===== src/rtl/regfile_wb_if.sv =====
// regfile_wb_if
// Bundles the datapath-facing signals of the register file: write port,
// three read ports, the PC+8 value, the NZCV flag update path and the
// four-phase debug read handshake.
//   master : the core / test harness (drives writes, addresses, debug requests)
//   slave  : the register file (drives read data, flags, debug ack/data)
// Clock and reset are not part of the bundle; they stay plain module ports.
interface regfile_wb_if #(
    parameter int WIDTH = 32
);
    logic             we3;
    logic [3:0]       wa3;
    logic [WIDTH-1:0] wd3;
    logic [3:0]       ra1;
    logic [3:0]       ra2;
    logic [3:0]       ra3;
    logic [WIDTH-1:0] r15;
    logic [WIDTH-1:0] rd1;
    logic [WIDTH-1:0] rd2;
    logic [WIDTH-1:0] rd3;
    logic [1:0]       flag_we;
    logic [3:0]       alu_flags;
    logic [3:0]       flags;
    logic             dbg_req;
    logic [3:0]       dbg_addr;
    logic             dbg_ack;
    logic [WIDTH-1:0] dbg_data;

    modport master (
        output we3, wa3, wd3, ra1, ra2, ra3, r15, flag_we, alu_flags,
               dbg_req, dbg_addr,
        input  rd1, rd2, rd3, flags, dbg_ack, dbg_data
    );

    modport slave (
        input  we3, wa3, wd3, ra1, ra2, ra3, r15, flag_we, alu_flags,
               dbg_req, dbg_addr,
        output rd1, rd2, rd3, flags, dbg_ack, dbg_data
    );
endinterface


===== src/rtl/regfile_wb.sv =====
// regfile_wb
// Write-back side of the ARM single-cycle core register file. Holds R0..R14,
// the NZCV flags with split N/Z and C/V update enables, and a four-phase
// debug read port that snapshots any register without touching the datapath.
// Ports:
//   clk    - core clock, all state changes on the rising edge
//   reset  - asynchronous, active-high reset
//   bus    - regfile_wb_if.slave: write port (we3/wa3/wd3), read ports
//            (ra1..ra3 -> rd1..rd3), r15 (PC+8), flag_we/alu_flags -> flags,
//            debug handshake (dbg_req/dbg_addr -> dbg_ack/dbg_data)
// Configuration:
//   REGFILE_BYPASS_EN - when defined, a read (including the debug capture)
//   of the register being written this cycle returns wd3 combinationally.
//   When undefined, reads always return stored contents.
module regfile_wb #(
    parameter int WIDTH = 32,
    parameter int NREGS = 15
) (
    input  logic         clk,
    input  logic         reset,
    regfile_wb_if.slave  bus
);

    typedef enum logic {
        IDLE,
        ACK
    } dbgState_e;

    logic [WIDTH-1:0] regs_q [NREGS];
    logic [3:0]       flags_q;
    dbgState_e        dbgState_q;
    dbgState_e        dbgState_d;
    logic [WIDTH-1:0] dbgData_q;
    logic [WIDTH-1:0] dbgData_d;
    logic             writeEn;

    // Address 15 is the PC, which lives outside this block, so a write there
    // is silently dropped.
    assign writeEn = bus.we3 && (bus.wa3 != 4'hF);

    // Shared read mux for all three ports and the debug capture. Address 15
    // always returns the PC+8 value and is never bypassed.
    function automatic logic [WIDTH-1:0] readPort(input logic [3:0] addr);
        logic [WIDTH-1:0] value;
        if (addr == 4'hF) begin
            value = bus.r15;
        end else begin
            value = regs_q[addr];
`ifdef REGFILE_BYPASS_EN
            if (writeEn && (addr == bus.wa3)) begin
                value = bus.wd3;
            end
`endif
        end
        return value;
    endfunction

    // Register array: decode the write address to exactly one register;
    // everything else holds.
    always_ff @(posedge clk or posedge reset) begin
        if (reset) begin
            for (int i = 0; i < NREGS; i++) begin
                regs_q[i] <= '0;
            end
        end else begin
            for (int i = 0; i < NREGS; i++) begin
                if (writeEn && (bus.wa3 == 4'(i))) begin
                    regs_q[i] <= bus.wd3;
                end
            end
        end
    end

    // Flag register: N/Z and C/V halves have independent enables so that
    // logical ops can leave C/V untouched.
    always_ff @(posedge clk or posedge reset) begin
        if (reset) begin
            flags_q <= 4'b0000;
        end else begin
            if (bus.flag_we[1]) begin
                flags_q[3:2] <= bus.alu_flags[3:2];
            end
            if (bus.flag_we[0]) begin
                flags_q[1:0] <= bus.alu_flags[1:0];
            end
        end
    end

    // Debug FSM state and snapshot register.
    always_ff @(posedge clk or posedge reset) begin
        if (reset) begin
            dbgState_q <= IDLE;
            dbgData_q  <= '0;
        end else begin
            dbgState_q <= dbgState_d;
            dbgData_q  <= dbgData_d;
        end
    end

    // Debug next-state logic. The snapshot is taken only on the IDLE->ACK
    // edge, so the requester may change dbg_addr once ack is seen and
    // later writes to the sampled register do not disturb dbg_data.
    always_comb begin
        dbgState_d = dbgState_q;
        dbgData_d  = dbgData_q;
        case (dbgState_q)
            IDLE: begin
                if (bus.dbg_req) begin
                    dbgData_d  = readPort(bus.dbg_addr);
                    dbgState_d = ACK;
                end
            end
            ACK: begin
                if (!bus.dbg_req) begin
                    dbgState_d = IDLE;
                end
            end
            default: dbgState_d = IDLE;
        endcase
    end

    assign bus.rd1      = readPort(bus.ra1);
    assign bus.rd2      = readPort(bus.ra2);
    assign bus.rd3      = readPort(bus.ra3);
    assign bus.flags    = flags_q;
    assign bus.dbg_ack  = (dbgState_q == ACK);
    assign bus.dbg_data = dbgData_q;

endmodule


===== src/flat_wrapper.sv =====
// flat-port wrapper written by rule: the top's interface ports become plain ports
module regfile_wb_flat 
#(
    parameter int WIDTH = 32,
    parameter int NREGS = 15
)
  (clk, reset, bus_we3, bus_wa3, bus_wd3, bus_ra1, bus_ra2, bus_ra3, bus_r15, bus_flag_we, bus_alu_flags, bus_dbg_req, bus_dbg_addr, bus_rd1, bus_rd2, bus_rd3, bus_flags, bus_dbg_ack, bus_dbg_data);
  regfile_wb_if #(.WIDTH(WIDTH)) bus_i ();
  input  logic clk;
  input  logic reset;
  input wire logic [$bits(bus_i.we3)-1:0] bus_we3;
  input wire logic [$bits(bus_i.wa3)-1:0] bus_wa3;
  input wire logic [$bits(bus_i.wd3)-1:0] bus_wd3;
  input wire logic [$bits(bus_i.ra1)-1:0] bus_ra1;
  input wire logic [$bits(bus_i.ra2)-1:0] bus_ra2;
  input wire logic [$bits(bus_i.ra3)-1:0] bus_ra3;
  input wire logic [$bits(bus_i.r15)-1:0] bus_r15;
  input wire logic [$bits(bus_i.flag_we)-1:0] bus_flag_we;
  input wire logic [$bits(bus_i.alu_flags)-1:0] bus_alu_flags;
  input wire logic [$bits(bus_i.dbg_req)-1:0] bus_dbg_req;
  input wire logic [$bits(bus_i.dbg_addr)-1:0] bus_dbg_addr;
  output wire logic [$bits(bus_i.rd1)-1:0] bus_rd1;
  output wire logic [$bits(bus_i.rd2)-1:0] bus_rd2;
  output wire logic [$bits(bus_i.rd3)-1:0] bus_rd3;
  output wire logic [$bits(bus_i.flags)-1:0] bus_flags;
  output wire logic [$bits(bus_i.dbg_ack)-1:0] bus_dbg_ack;
  output wire logic [$bits(bus_i.dbg_data)-1:0] bus_dbg_data;
  assign bus_i.we3 = bus_we3;
  assign bus_i.wa3 = bus_wa3;
  assign bus_i.wd3 = bus_wd3;
  assign bus_i.ra1 = bus_ra1;
  assign bus_i.ra2 = bus_ra2;
  assign bus_i.ra3 = bus_ra3;
  assign bus_i.r15 = bus_r15;
  assign bus_i.flag_we = bus_flag_we;
  assign bus_i.alu_flags = bus_alu_flags;
  assign bus_i.dbg_req = bus_dbg_req;
  assign bus_i.dbg_addr = bus_dbg_addr;
  assign bus_rd1 = bus_i.rd1;
  assign bus_rd2 = bus_i.rd2;
  assign bus_rd3 = bus_i.rd3;
  assign bus_flags = bus_i.flags;
  assign bus_dbg_ack = bus_i.dbg_ack;
  assign bus_dbg_data = bus_i.dbg_data;
  regfile_wb #(.WIDTH(WIDTH), .NREGS(NREGS)) u_core (.clk(clk), .reset(reset), .bus(bus_i));
endmodule

===== config.mk =====
export PLATFORM = sky130hd
export DESIGN_NAME = regfile_wb_flat
export DESIGN_NICKNAME = d
export VERILOG_FILES = /design/src/rtl/regfile_wb_if.sv /design/src/rtl/regfile_wb.sv /design/src/flat_wrapper.sv
export SDC_FILE = /design/constraint.sdc
export NUM_CORES = 2
export LEC_CHECK = 0
export BUFFER_PORTS_ARGS = -buffer_cell sky130_fd_sc_hd__buf_4
export CAP_MARGIN = 20
export CORE_MARGIN = 2
export CORE_UTILIZATION = 45
export CTS_BUF_LIST = sky130_fd_sc_hd__clkbuf_16
export CTS_CLUSTER_DIAMETER = 200
export CTS_CLUSTER_SIZE = 20
export DETAILED_ROUTE_END_ITERATION = 16
export PLACE_DENSITY = 0.61
export SKIP_LAST_GASP = 1
export SYNTH_ARGS = -nofsm -noshare
export SYNTH_HDL_FRONTEND = slang
export SYNTH_SLANG_ARGS = --single-unit

===== constraint.sdc =====
create_clock -name clk -period 20.5 [get_ports clk]
set_input_delay 4.1 -clock clk [delete_from_list [all_inputs] [get_ports clk]]
set_output_delay 4.1 -clock clk [all_outputs]
set_load 0.01 [all_outputs]

==> flow_summary.yaml <==
clock_network:
  ctsRootBufferMaster: "clkbuf_16"
  clock_insertion_delay_worst_skew_ps: 630
  clock_sinks: 517
  htree_levels: 1
  cts_hold_buffers: 0
  postCtsSetupRepairBufs: 0
  tritoncts: "done"
  clkTransAtPathRegs_ps: 90
  cts_buffers: 29
  cts_resized: 0
  cts.path.max_buffers: 3
pwr:
  internal-power_mw: 2.16
  seq_power_share_pct: 46.8
  swShare_pct: 34.6
  p_per_area_nw_per_um2: 85.5
  vdd_drop_max_mv: 0.0703
  pwr-share-comb_pct: 34.7
  clock_power_share_pct: 18.5
  p_sw_mw: 1.14
  leakage_nw: 15.7
synth:
  synth-simple-area-share_pct: 4.76
  synth_edf_count: 0
  ys.flop_type: "dfrtp_1"
  ys_types: 56
  netlist_area_sq_um: 35700
  syn-num-nets: 2932
  synth_top_family_by_area: "multiplexers"
  synthAdderAreaFrac_pct: 0
  synth_xor_area_share_pct: 0
  ys_ff_latch: 517
  netlist_instances: 2838
  synth_compound_area_share_pct: 10.4
  yosys-mux-area-fraction_pct: 43.6
  ys_seq_area_share_pct: 36.3
  ys_warn_count: 0
  synth_area_per_cell_sq_um: 12.6
  async_flop_share_pct: 100
timing:
  skew_ps: 10.2
  fin_ws_ps: 9010
  period_share_pct: 56.0
  tightest_slew_ps: 1140
  setup_viol: 0
  hold_viol_final: 0
  min_period_ps: 11490
  fmax_mhz: 87.1
  drv_slew: 0
  rsz0062_at_grt: "false"
  slew_headroom_pct: 24.1
  setup_tns_ps: 0
detailed_routing:
  first_iter_violations: 3513
  antenna_left: 0
  wirelength_um: 132000
  first_pass_iters: 6
  num_vias: 28046
  drc: 0
  via_per_inst: 7.21
  wire_per_inst_um: 34.0
final_layout:
  area_growth_pct: 7.92
  final_nets: 2932
  layout-drive-gt1-share_pct: 38.4
  fillers: 6905
placement:
  pre_cts_ws_ps: 9020
  hpwlAfterDp_um: 73600
  io_buffers: 226
  gp_congestion: 0.872
critical_path:
  cp-end-kind: "output port"
  critical_path_buf_inv_count: 3
  start_kind: "input port"
  arrival_ps: 7390
  worst-path-max-fanout: 77
  slowest_delay_ps: 940
  path_class: "input port to output port"
  cp_slowest_cell: "buf_4"
  crit_top_cell: "buf_4"
  crit_family: "buffers and inverters"
  critical_path.cell_chain: "buf_6 > buf_4 > mux2i_1 > nor2_1 > a21oi_1 > a2111oi_0 > buf_4"
  worstPathRequired_ps: 16400
grt:
  grt_pass1_vias: 28402
  antenna_found_initial: 4
  top_usage_layer: "met2"
  grtUsageMet3_pct: 7.07
  grt_max_degree: 141
  grt_pass1_wl_um: 194000
  use_met2_pct: 49.1
  use_met1_pct: 43.0
  gr-total-overflow: 0
  grtUsageTotal_pct: 31.8
worst_hold_path:
  hold_path.class: "flip-flop to flip-flop"
floorplan:
  rows: 103
  dieArea_sq_um: 81600
  initial_core_util_pct: 45.3
  core_sq_um: 78700
  die_h_um: 286
  io_pins: 227
  die_x_um: 286
outcome:
  status: "finished clean"
job:
  drv_cap: 0
==> final cells by class <==
type	instances	area, sq um	area share [%]
clock inverter	1	5.00	0.0130
clock buffer	29	726	1.88
tap	1050	1310	3.41
multi-input combinational	1970	21100	54.9
antenna	1	2.50	0.00650
timing repair buffer	286	2250	5.84
inverter	34	135	0.351
sequential	517	12900	33.6
==> through the flow <==
step	cell area, sq um	instances	utilization [%]	power [mW]	hold WS (ps)
after floorplan	35700	2838	-	2.30	507
after global placement	37700	3854	47.9	2.63	487
after detailed placement	37700	3854	47.9	2.68	492
after CTS	38400	3884	48.8	3.28	512
after global routing	38500	3888	48.9	3.44	525
final	38500	3888	48.9	3.29	503
==> worst min-delay path, delay by kind of cell, from the launching register on <==
kind          cells  cell delay [ps]
flops             1              350
simple gates      2              120
==> power groups by stage <==
stage / clock network (mW) / logic, mW / registers, mW
5_1_grt: 0.647 / 1.22 / 1.57
3_3_place_gp: 0 / 1.11 / 1.52
3_5_place_dp: 0 / 1.13 / 1.54
4_1_cts: 0.620 / 1.14 / 1.52
2_1_floorplan: 0 / 0.837 / 1.46
6_report: 0.609 / 1.14 / 1.54
==> flip-flops by register name, indices dropped and copies added, names as in the netlist <==
| register | flops |
|---|---|
| u_core.bus.dbg_ack | 1 |
| u_core.bus.dbg_data | 32 |
| u_core.regs_q | 480 |
| u_core.bus.flags | 4 |
==> cell families (layout without fill, tap and decap cells) <==
logic type / after synthesis / in the layout
AND/OR/NAND/NOR: 350 / 350
buffers and inverters: 351 / 350
multiplexers: 1120 / 1120
flip-flops: 517 / 517
other: 0 / 1
AO/OA/AOI/OAI: 500 / 500
==> layer usage <==
metal	part of all wire, %	vias up
met3	10	434
met4	5.0	6
met2	45	1918
li1	-	11162
met5	0.024	-
met1	39	14526
==> path summary, 6_finish.rpt <==
check	from	to	slack [ps]	cells past startpoint
min in group asynchronous	reset	u_core.regs_q[262]	3570	2
worst min-delay path	u_core.bus.dbg_data[22]	u_core.bus.dbg_data[22]	500	2
worst min register to register	u_core.bus.dbg_data[22]	u_core.bus.dbg_data[22]	500	2
worst max register to register	u_core.bus.dbg_ack	u_core.bus.dbg_data[6]	17850	5
worst max-delay path	bus_ra2[1]	bus_rd2[30]	9010	7
max in group asynchronous	reset	u_core.regs_q[309]	14790	5
==> cells in the final DEF (no fill, tap or decap), types with 11 or more instances in the layout <==
cell and count:
o22ai_1 38, a211oi_1 57, nor2b_1 64, mux2i_1 356, nand2b_1 17, nand2_1 147, clkbuf_16 29, dfrtp_1 517
a221oi_1 27, mux4_1 17, nor2_1 17, o211ai_1 37, nor2_4 11, buf_4 275, inv_1 31, o221ai_1 53
o2bb2ai_1 63, mux2_2 458, o21ai_0 53, nand3_1 56, a31oi_1 48, a22oi_1 90, mux4_2 279
==> Yosys cell counts, types with 17 or more instances <==
| library cell | number | share of area, % |
|---|---|---|
| buf_4 | 27 | 0.57 |
| o2bb2ai_1 | 63 | 1.5 |
| nand2_1 | 148 | 1.6 |
| dfrtp_1 | 517 | 36 |
| mux2_2 | 458 | 14 |
| nor2b_1 | 70 | 1.2 |
| buf_2 | 109 | 1.5 |
| mux2i_1 | 356 | 10 |
| mux4_1 | 17 | 1.3 |
| nand2b_1 | 23 | 0.40 |
| o221ai_1 | 53 | 1.3 |
| nor2_1 | 27 | 0.28 |
| buf_6 | 20 | 0.63 |
| mux4_2 | 279 | 18 |
| a22oi_1 | 90 | 1.9 |
| a221oi_1 | 27 | 0.66 |
| inv_1 | 32 | 0.34 |
| nand3_1 | 56 | 0.79 |
| o211ai_1 | 37 | 0.78 |
| a31oi_1 | 48 | 0.84 |
| o21ai_0 | 53 | 0.74 |
| o22ai_1 | 38 | 0.67 |
| clkbuf_1 | 139 | 1.5 |
| a211oi_1 | 57 | 1.2 |
| buf_1 | 18 | 0.19 |
Power figures use the tool's default switching activity.
